$ cat src/rtl/ym2149_ctrl_pkg.sv
// rtl/ym2149_ctrl_pkg.sv - shared states, bus-mode and register constants for the ym2149 bus controller
package ym2149_ctrl_pkg;

    typedef enum logic [2:0] {
        IDLE,
        ADDR,
        WR,
        RD,
        GAP
    } state_t;

    // {BDIR,BC} bus modes
    localparam logic [1:0] BUS_IDLE  = 2'b00;
    localparam logic [1:0] BUS_READ  = 2'b01;
    localparam logic [1:0] BUS_WRITE = 2'b10;
    localparam logic [1:0] BUS_ADDR  = 2'b11;

    // PSG register numbers
    localparam logic [3:0] R_MIXER     = 4'd7;
    localparam logic [3:0] R_ENV_SHAPE = 4'd13;
    localparam logic [3:0] R_IOA       = 4'd14;
    localparam logic [3:0] R_IOB       = 4'd15;

    function automatic logic [1:0] bus_mode(input state_t s);
        logic [1:0] m;
        case (s)
            ADDR:    m = BUS_ADDR;
            WR:      m = BUS_WRITE;
            RD:      m = BUS_READ;
            default: m = BUS_IDLE;
        endcase
        return m;
    endfunction

endpackage

$ cat src/rtl/ym2149_rr_arb.sv
// rtl/ym2149_rr_arb.sv - two-way round-robin arbiter (host / player)
//
// Ports:
//   i_clk, i_rst_n : clock, asynchronous active-low reset
//   i_req_h        : host request
//   i_req_p        : player request
//   i_en           : grant enable (arbitration only happens while enabled)
//   o_grant        : one-hot grant, bit 0 = host, bit 1 = player
//   o_last         : last winner, 0 = host, 1 = player
module ym2149_rr_arb (
    input  logic       i_clk,
    input  logic       i_rst_n,
    input  logic       i_req_h,
    input  logic       i_req_p,
    input  logic       i_en,
    output logic [1:0] o_grant,
    output logic       o_last
);

    logic r_last;

    always_comb begin
        o_grant = 2'b00;
        if (i_en) begin
            if (i_req_h && i_req_p) begin
                // the requester that did not win last time goes first
                o_grant = r_last ? 2'b01 : 2'b10;
            end else begin
                o_grant = {i_req_p, i_req_h};
            end
        end
    end

    // Reset pretends the player won last so the host is favoured first.
    always_ff @(posedge i_clk or negedge i_rst_n) begin
        if (!i_rst_n) begin
            r_last <= 1'b1;
        end else if (|o_grant) begin
            r_last <= o_grant[1];
        end
    end

    assign o_last = r_last;

endmodule

$ cat src/rtl/ym2149_bus_ctrl.sv
// rtl/ym2149_bus_ctrl.sv - host/player arbiter and BDIR/BC sequencer in front of the ym2149 PSG
//
// Optional feature macro: YM2149_ADDR_CACHE_EN (skip the address phase when the
// granted register equals the last latched one).
//
// Ports:
//   CLK, RESET_N              : clock, asynchronous active-low reset
//   H_REQ/H_RNW/H_ADDR/H_WDATA: host request (level, held until H_ACK)
//   H_ACK, H_RDATA            : host completion pulse, read data (held until next read)
//   P_REQ/P_ADDR/P_DATA       : player write request (level, held until P_ACK)
//   P_ACK                     : player completion pulse
//   PSG_BDIR/PSG_BC/PSG_DI    : PSG bus controls and data in
//   PSG_DO                    : PSG data out
//   BUSY                      : high whenever the sequencer is not idle
module ym2149_bus_ctrl
    import ym2149_ctrl_pkg::*;
#(
    parameter int GAP_CYCLES = 1
) (
    input  logic       CLK,
    input  logic       RESET_N,
    input  logic       H_REQ,
    input  logic       H_RNW,
    input  logic [3:0] H_ADDR,
    input  logic [7:0] H_WDATA,
    output logic       H_ACK,
    output logic [7:0] H_RDATA,
    input  logic       P_REQ,
    input  logic [3:0] P_ADDR,
    input  logic [7:0] P_DATA,
    output logic       P_ACK,
    output logic       PSG_BDIR,
    output logic       PSG_BC,
    output logic [7:0] PSG_DI,
    input  logic [7:0] PSG_DO,
    output logic       BUSY
);

    localparam logic [3:0] GAP_LOAD = 4'(GAP_CYCLES - 1);

    state_t     r_state, w_next;
    logic [1:0] w_grant;
    logic       w_arb_en;
    logic       w_unused_rr_last;

    // transaction fields captured at grant; r_owner 0 = host, 1 = player
    logic [3:0] r_addr,  w_addr_nx;
    logic [7:0] r_data,  w_data_nx;
    logic       r_rnw,   w_rnw_nx;
    logic       r_owner, w_owner_nx;

    logic [3:0] r_gap_cnt;
    logic       w_first_gap;
    logic       w_cache_hit;

    logic [1:0] r_bus,  w_bus;
    logic [7:0] r_di,   w_di;
    logic       r_h_ack, r_p_ack, r_busy;
    logic [7:0] r_h_rdata;

    assign w_arb_en = (r_state == IDLE);

    ym2149_rr_arb u_arb (
        .i_clk   (CLK),
        .i_rst_n (RESET_N),
        .i_req_h (H_REQ),
        .i_req_p (P_REQ),
        .i_en    (w_arb_en),
        .o_grant (w_grant),
        .o_last  (w_unused_rr_last)
    );

    always_comb begin
        w_addr_nx  = r_addr;
        w_data_nx  = r_data;
        w_rnw_nx   = r_rnw;
        w_owner_nx = r_owner;
        if (w_grant[0]) begin
            w_addr_nx  = H_ADDR;
            w_data_nx  = H_WDATA;
            w_rnw_nx   = H_RNW;
            w_owner_nx = 1'b0;
        end else if (w_grant[1]) begin
            w_addr_nx  = P_ADDR;
            w_data_nx  = P_DATA;
            w_rnw_nx   = 1'b0;
            w_owner_nx = 1'b1;
        end
    end

`ifdef YM2149_ADDR_CACHE_EN
    logic [3:0] r_cache_addr;
    logic       r_cache_vld;

    assign w_cache_hit = r_cache_vld && (w_addr_nx == r_cache_addr);

    always_ff @(posedge CLK or negedge RESET_N) begin
        if (!RESET_N) begin
            r_cache_addr <= 4'h0;
            r_cache_vld  <= 1'b0;
        end else if (r_state == ADDR) begin
            r_cache_addr <= r_addr;
            r_cache_vld  <= 1'b1;
        end
    end
`else
    assign w_cache_hit = 1'b0;
`endif

    // Outputs are registered from the next state so they line up with the state.
    always_comb begin
        w_next = r_state;
        case (r_state)
            IDLE: begin
                if (|w_grant) begin
                    if (w_cache_hit) begin
                        w_next = w_rnw_nx ? RD : WR;
                    end else begin
                        w_next = ADDR;
                    end
                end
            end
            ADDR:    w_next = r_rnw ? RD : WR;
            WR, RD:  w_next = GAP;
            GAP:     if (r_gap_cnt == 4'd0) w_next = IDLE;
            default: w_next = IDLE;
        endcase

        w_bus = bus_mode(w_next);
        w_di  = 8'h00;
        if (w_next == ADDR) begin
            w_di = {4'h0, w_addr_nx};
        end else if (w_next == WR) begin
            w_di = w_data_nx;
        end

        w_first_gap = (w_next == GAP) && (r_state != GAP);
    end

    always_ff @(posedge CLK or negedge RESET_N) begin
        if (!RESET_N) begin
            r_state   <= IDLE;
            r_addr    <= 4'h0;
            r_data    <= 8'h00;
            r_rnw     <= 1'b0;
            r_owner   <= 1'b0;
            r_gap_cnt <= 4'd0;
            r_bus     <= BUS_IDLE;
            r_di      <= 8'h00;
            r_h_ack   <= 1'b0;
            r_p_ack   <= 1'b0;
            r_h_rdata <= 8'h00;
            r_busy    <= 1'b0;
        end else begin
            r_state <= w_next;
            r_addr  <= w_addr_nx;
            r_data  <= w_data_nx;
            r_rnw   <= w_rnw_nx;
            r_owner <= w_owner_nx;
            if (w_first_gap) begin
                r_gap_cnt <= GAP_LOAD;
            end else if (r_gap_cnt != 4'd0) begin
                r_gap_cnt <= r_gap_cnt - 4'd1;
            end
            r_bus   <= w_bus;
            r_di    <= w_di;
            r_h_ack <= w_first_gap && !w_owner_nx;
            r_p_ack <= w_first_gap &&  w_owner_nx;
            if (r_state == RD) begin
                r_h_rdata <= PSG_DO;
            end
            r_busy  <= (w_next != IDLE);
        end
    end

    assign PSG_BDIR = r_bus[1];
    assign PSG_BC   = r_bus[0];
    assign PSG_DI   = r_di;
    assign H_ACK    = r_h_ack;
    assign P_ACK    = r_p_ack;
    assign H_RDATA  = r_h_rdata;
    assign BUSY     = r_busy;

endmodule

$ cat config.mk
export PLATFORM = sky130hd
export DESIGN_NAME = ym2149_bus_ctrl
export DESIGN_NICKNAME = d
export VERILOG_FILES = /design/src/rtl/ym2149_ctrl_pkg.sv /design/src/rtl/ym2149_rr_arb.sv /design/src/rtl/ym2149_bus_ctrl.sv
export SDC_FILE = /design/constraint.sdc
export NUM_CORES = 1
export LEC_CHECK = 0
export ABC_CLOCK_PERIOD_IN_PS = 2600
export CAP_MARGIN = 30
export CORE_MARGIN = 8
export CORE_UTILIZATION = 45
export DETAILED_ROUTE_END_ITERATION = 7
export HOLD_SLACK_MARGIN = 0.02
export PLACE_DENSITY_LB_ADDON = 0.2
export SLEW_MARGIN = 10
export SYNTH_ARGS = -nofsm -noshare
export SYNTH_HDL_FRONTEND = slang
export SYNTH_HIERARCHICAL = 1
export SYNTH_SLANG_ARGS = --single-unit
export TNS_END_PERCENT = 100
$ cat constraint.sdc
create_clock -name CLK -period 2.6 [get_ports CLK]
set_input_delay 0.52 -clock CLK [delete_from_list [all_inputs] [get_ports CLK]]
set_output_delay 0.52 -clock CLK [all_outputs]
set_load 0.03 [all_outputs]
==> results of run 1 <==
[state kept, by name, summed over array words and instances (netlist names)]
name          flops
r_gap_cnt         4
r_rnw             1
r_state           3
H_ACK             1
u_arb/o_last      1
r_owner           1
r_data            8
r_bus             2
P_ACK             1
PSG_DI            8
BUSY              1
H_RDATA           8
[power by group]
part	switching (mW)	internal, mW	leakage [nW]	total, mW
logic	0.732	0.659	0.572	1.39
clock network	0.207	0.382	0.0644	0.590
registers	0.139	0.850	0.492	0.989
total	1.08	1.89	1.13	2.97
[area by class of cell]
| class | instances | area [µm²] |
|---|---|---|
| Fill cell | 304 | 1210 |
| Sequential cell | 39 | 977 |
| Multi-Input combinational cell | 98 | 727 |
| Timing Repair Buffer | 61 | 596 |
| Clock buffer | 5 | 68.8 |
| Clock inverter | 3 | 67.6 |
| Tap cell | 48 | 60.1 |
| Inverter | 3 | 11.3 |
[final timing paths]
| path | startpoint | end | slack, ns | cells past startpoint |
|---|---|---|---|---|
| max | r_state[1] | PSG_DI[3] | 0.55 | 7 |
| min | RESET_N | PSG_DI[6] | 0.32 | 1 |
| max reg2reg | r_state[1] | PSG_DI[3] | 0.55 | 7 |
| min reg2reg | H_RDATA[0] | H_RDATA[0] | 0.51 | 1 |
| max in group asynchronous | RESET_N | r_rnw | 1.76 | 1 |
| min in group CLK | H_RDATA[0] | H_RDATA[0] | 0.51 | 1 |
[cell families after synthesis]
group,after synthesis
compound gates,25
xor+xnor,1
fa+ha+maj,1
buf+inv,9
flops,39
mux,13
simple gates,58
[metal layers]
metal | track usage | part of all wire
met3 | 0.0558 | 0.071
met4 | 0.0444 | 0.010
met2 | 0.212 | 0.48
met1 | 0.157 | 0.44
met5 | 0 | 0
[metrics by stage]
| stage | cell area, µm² | instances | hold slack [ns] |
|---|---|---|---|
| floorplan | 1750 | 146 | 0.224 |
| global placement | 2370 | 249 | 0.490 |
| detailed placement | 2370 | 249 | 0.497 |
| CTS | 2510 | 257 | 0.350 |
| global route | 2510 | 257 | 0.396 |
| finish | 2510 | 257 | 0.319 |
[cells in the final DEF, fill, tap and decap left out, types with 3 or more instances in the layout]
master	n
clkbuf_8	5
mux2_4	8
a32o_1	4
mux2i_1	5
inv_1	3
o21ai_2	4
nand2b_1	5
clkdlybuf4s50_1	56
and2_1	8
a211o_1	4
a21oi_2	3
nor2_1	9
nor2b_1	5
o21ai_0	4
dfrtp_1	38
buf_4	4
nand2_1	18
==> run_results.csv, run 1 <==
group,metric,value,unit
logic_synthesis,synth_fp_nets,184,
logic_synthesis,synth_edf_count,0,
logic_synthesis,synth_cell_types,38,
drt,route.vias.total,1278,
logic_synthesis,synth_compound_area_frac,0.110,
setup_path,cp_max_fo,20,
floorplan,core-area,3720,µm²
setup_path,worstPathArrival,2.23,ns
setup_path,cp_num_buf_inv,1,
floorplan,dieArea,6140,µm²
logic_synthesis,synthMostInstantiatedCell,"dfrtp_1",
cts,clk_pin_slew,0.07,ns
final_layout,areaGrowthSynthToFinish,43.1,%
logic_synthesis,synth_ff_type,"dfrtp_1",
pwr,p_total,2.97,mW
final_layout,num_antenna_cells,0,
logic_synthesis,syn-cell-area,1750,µm²
sta,finalHoldViolations,0,
setup_path,slowest_stage,"dfrtp_1",
drt,wl_per_cell,14.8,µm
place,place_ws,0.384,ns
floorplan,core.rowCount,22,
cts,clock_latency,0.29,ns
sta,setup_viol,0,
sta,worst_pin_slew,0.817,ns
floorplan,die_h,78.4,µm
logic_synthesis,syn-instance-count,146,
drt,first_pass_iters,4,
logic_synthesis,yosysTopAreaCell,"dfrtp_1",
global_routing,grt_pass1_vias,1412,
logic_synthesis,synth-seq-cells,39,
setup_path,cp-start-kind,"flop",
logic_synthesis,syn_area_per_cell,12.0,µm²
logic_synthesis,async_flop_share,1.00,
logic_synthesis,synth.area.top_cells,"dfrtp_1, mux2_4, nand2_1",
floorplan,pin_count,58,
drt,final_antenna_net_count,0,
drt,drc,0,
place,place_congestion,0.739,
pwr,powerDensity,1180,nW/µm²
logic_synthesis,netlist_top_cells_count,"dfrtp_1, nand2_1, nor2_1, and2_1, mux2_4",
global_routing,grt_max_degree,40,
floorplan,initial_core_util,0.471,
setup_path,endpoint_kind,"flop",
pwr,power_leakage,1.13,nW
sta,slew_violations,0,
sta,setup-tns-final,0,ns
floorplan,fp.dieW,78.4,µm
status,status,"complete, no violations",
min_path,min_path_type,"in -> async",
logic_synthesis,yosysSeqAreaShare,0.558,
sta,fmax,487,MHz
global_routing,grt.overflow.total,0,
drt,routed_via_density,4.97,
run,drv_cap,0,
logic_synthesis,synth_top_family_by_area,"simple AND/OR/NAND/NOR gates",
global_routing,antenna_found_initial,0,
setup_path,critPathMaxStageDelay,0.52,ns
place,hpwlAfterDp,2900,µm
setup_path,crit_chain,"nor3_2 > nand2_1 > a21oi_2 > buf_4 > nor2b_1 > a211o_1 > a32o_1",
sta,period_share,0.790,
sta,fin_crit,2.05,ns
pwr,peakVddDrop,0.000552,V
setup_path,required,2.78,ns
cts,cts_resized,0,
logic_synthesis,synth_simple_gate_area_frac,0.191,
cts,postCtsHoldBufs,0,
sta,slew_headroom,0.455,
final_layout,final_layout_size_suffix_gt1_frac,0.172,
logic_synthesis,muxShareOfSynthArea,0.0971,
global_routing,grt_pass1_wl,6570,µm
setup_path,cp_top_family,"compound AO/OA/AOI/OAI gates",
cts,h-tree-depth,2,
cts,cts_buffers,5,
logic_synthesis,synthAdderAreaFrac,0.00714,
drt,drt_iter0_markers,69,
sta,rsz0062_at_grt,"false",
logic_synthesis,synth_top_area_share,0.543,
final_layout,fin_nets,246,
setup_path,critical_path_class,"reg -> reg",
drt,wirelength,3810,µm
logic_synthesis,synth_xor_area_frac,0.00500,
global_routing,track_usage,0.133,
sta,setup_ws,0.547,ns
cts,cts_tree,"built",
cts,cts_buffer_depth,2,
cts,clock_sinks,39,
cts,postCtsSetupRepairBufs,0,
sta,clock_skew,0.00681,ns
cts,cts-root-buf,"clkbuf_8",
logic_synthesis,yosysWarnings,6,
final_layout,utilization,0.675,
place,port_buffers,57,
No activity file was read; power rests on OpenSTA's default activity.
==> run 2: changes to the inputs <==
Settings changed: ABC_CLOCK_PERIOD_IN_PS 2600 to 1950.
Clock period 2.6 ns to 1.95 ns, I/O delays scaled along.
==> run_results.csv, run 2 (same netlist as run 1, synthesis figures left out) <==
group,metric,value,unit
sta,setup_viol,0,
floorplan,core.rowCount,22,
drt,routed.top_layer,"met4",
drt,met1_length,1680,µm
sta,clock_skew,0.00203,ns
cts,postCtsSetupRepairBufs,0,
sta,slew_violations,0,
final_layout,areaGrowthSynthToFinish,46.1,%
cts,postCtsHoldBufs,0,
global_routing,antenna_found_initial,0,
cts,cts_resized,0,
pwr,peakVddDrop,0.000799,V
pwr,powerDensity,1520,nW/µm²
run,drv_cap,0,
sta,worst_pin_slew,0.483,ns
setup_path,cp-start-kind,"flop",
setup_path,reg2reg_to,"PSG_DI[5]",
sta,slew_headroom,0.678,
global_routing,grt_max_degree,40,
sta,setup_ws,0.136,ns
final_layout,final_layout_size_suffix_gt1_frac,0.206,
drt,routed_via_density,4.98,
floorplan,pin_count,58,
drt,drt_iter0_markers,60,
sta,period_share,0.930,
cts,cts-root-buf,"clkbuf_8",
place,hpwlAfterDp,3090,µm
setup_path,worstPathArrival,1.99,ns
place,place_ws,-0.0242,ns
cts,clock_sinks,39,
drt,final_antenna_net_count,0,
drt,wl_per_cell,15.1,µm
place,dp.cells,259,
floorplan,dieArea,6140,µm²
setup_path,r2r-start,"r_state[0]",
final_layout,fin_nets,256,
final_layout,num_antenna_cells,0,
min_path,min_path_type,"in -> async",
pwr,power_leakage,1.17,nW
setup_path,required,2.12,ns
floorplan,initial_core_util,0.471,
cts,h-tree-depth,2,
final_layout,fin_area,2560,µm²
setup_path,reg2reg_slack,0.14,ns
cts,clk_pin_slew,0.07,ns
sta,rsz0062_at_grt,"false",
place,postPlaceCellArea,2470,µm²
drt,drc,0,
cts,cts_buffer_depth,2,
global_routing,grt_pass1_vias,1410,
sta,finalHoldViolations,0,
final_layout,final_cell_count_no_fill,266,
floorplan,die_h,78.4,µm
setup_path,critical_path_class,"reg -> reg",
floorplan,core-area,3720,µm²
floorplan,fp.dieW,78.4,µm
sta,fin_crit,1.81,ns
global_routing,grt_pass1_wl,6670,µm
setup_path,cp_max_fo,10,
setup_path,endpoint_kind,"flop",
global_routing,grt.overflow.total,0,
final_layout,final_cell_mix,"clkdlybuf4s50_1, dfrtp_1, nand2_1",
place,place_congestion,0.755,
status,status,"complete, no violations",
setup_path,reg2regPathDepth,8,
sta,fmax,551,MHz
place,port_buffers,57,
final_layout,final_common_cell,"clkdlybuf4s50_1",
sta,setup-tns-final,0,ns
drt,wl_met3,242,µm
drt,first_pass_iters,3,
cts,cts_buffers,5,
global_routing,track_usage,0.134,
cts,clock_latency,0.28,ns
drt,wl_met2,2060,µm
drt,wirelength,4030,µm
drt,route.vias.total,1325,
cts,cts_tree,"built",
## run 2: changes by cell type in the layout (fill, tap and decap cells not counted), sizes merged
cell	change
bufinv	-2
clkinvlp	-1
buf	+10
clkbuf	+1
clkinv	+1
## run 2: report_power, final
part           internal, mW  leakage, nW  switching [mW]
clock network         0.277       0.0470           0.251
logic                  1.01        0.629            1.08
registers              1.13        0.492           0.132
## run 2: metrics by stage
| stage | utilization | power [mW] | hold slack, ns |
|---|---|---|---|
| 5_1_grt | 0.689 | 4.13 | 0.180 |
| 3_5_place_dp | 0.665 | 3.38 | 0.466 |
| 3_3_place_gp | 0.665 | 3.31 | 0.457 |
| 4_1_cts | 0.689 | 3.92 | 0.161 |
| 2_1_floorplan | - | 2.56 | 0.0944 |
| 6_report | 0.689 | 3.88 | 0.149 |
## run 2: critical path, cell delays in order, from the launching register on
cell,delay (ns)
dfrtp_1,0.39
nor3_2,0.27
nand2_1,0.13
a21oi_2,0.11
buf_4,0.19
buf_12,0.14
mux2i_1,0.23
o21ai_2,0.08
and2_1,0.16
## run 2: worst max-delay path by stage
| stage | from | slack [ns] | endpoint | depth (start not counted) |
|---|---|---|---|---|
| finish | r_state[0] | 0.14 | PSG_DI[5] | 8 |
| global route | r_state[0] | 0.00009 | PSG_DI[5] | 9 |
| CTS | r_state[0] | 0.12 | PSG_DI[6] | 9 |
| detailed placement | P_REQ | -0.02 | PSG_DI[6] | 8 |
| global placement | P_REQ | 0.04 | PSG_DI[0] | 7 |
| floorplan | r_state[1] | 0.05 | PSG_DI[0] | 7 |
## run 2: layout make-up
type / count / area [µm²]
inverters: 3 / 11.3
well taps: 48 / 60.1
fillers: 278 / 1160
clock buffers: 6 / 82.6
flip-flops and latches: 39 / 977
clock inverters: 1 / 5.00
repair buffers: 71 / 696
multi-input cells: 98 / 727
## run 2: routing by layer
| layer | vias to the layer above | GRT usage |
|---|---|---|
| li1 | 643 | - |
| met1 | 647 | 0.154 |
| met2 | 30 | 0.226 |
| met3 | 5 | 0.0433 |
| met4 | 0 | 0.0500 |
| met5 | - | 0 |
==> run 3: changes to the inputs <==
Settings changed: CTS_CLUSTER_SIZE set to 28.
==> results of run 3 <==
No change in the layout: final DEF, timing and power equal those of run 2.
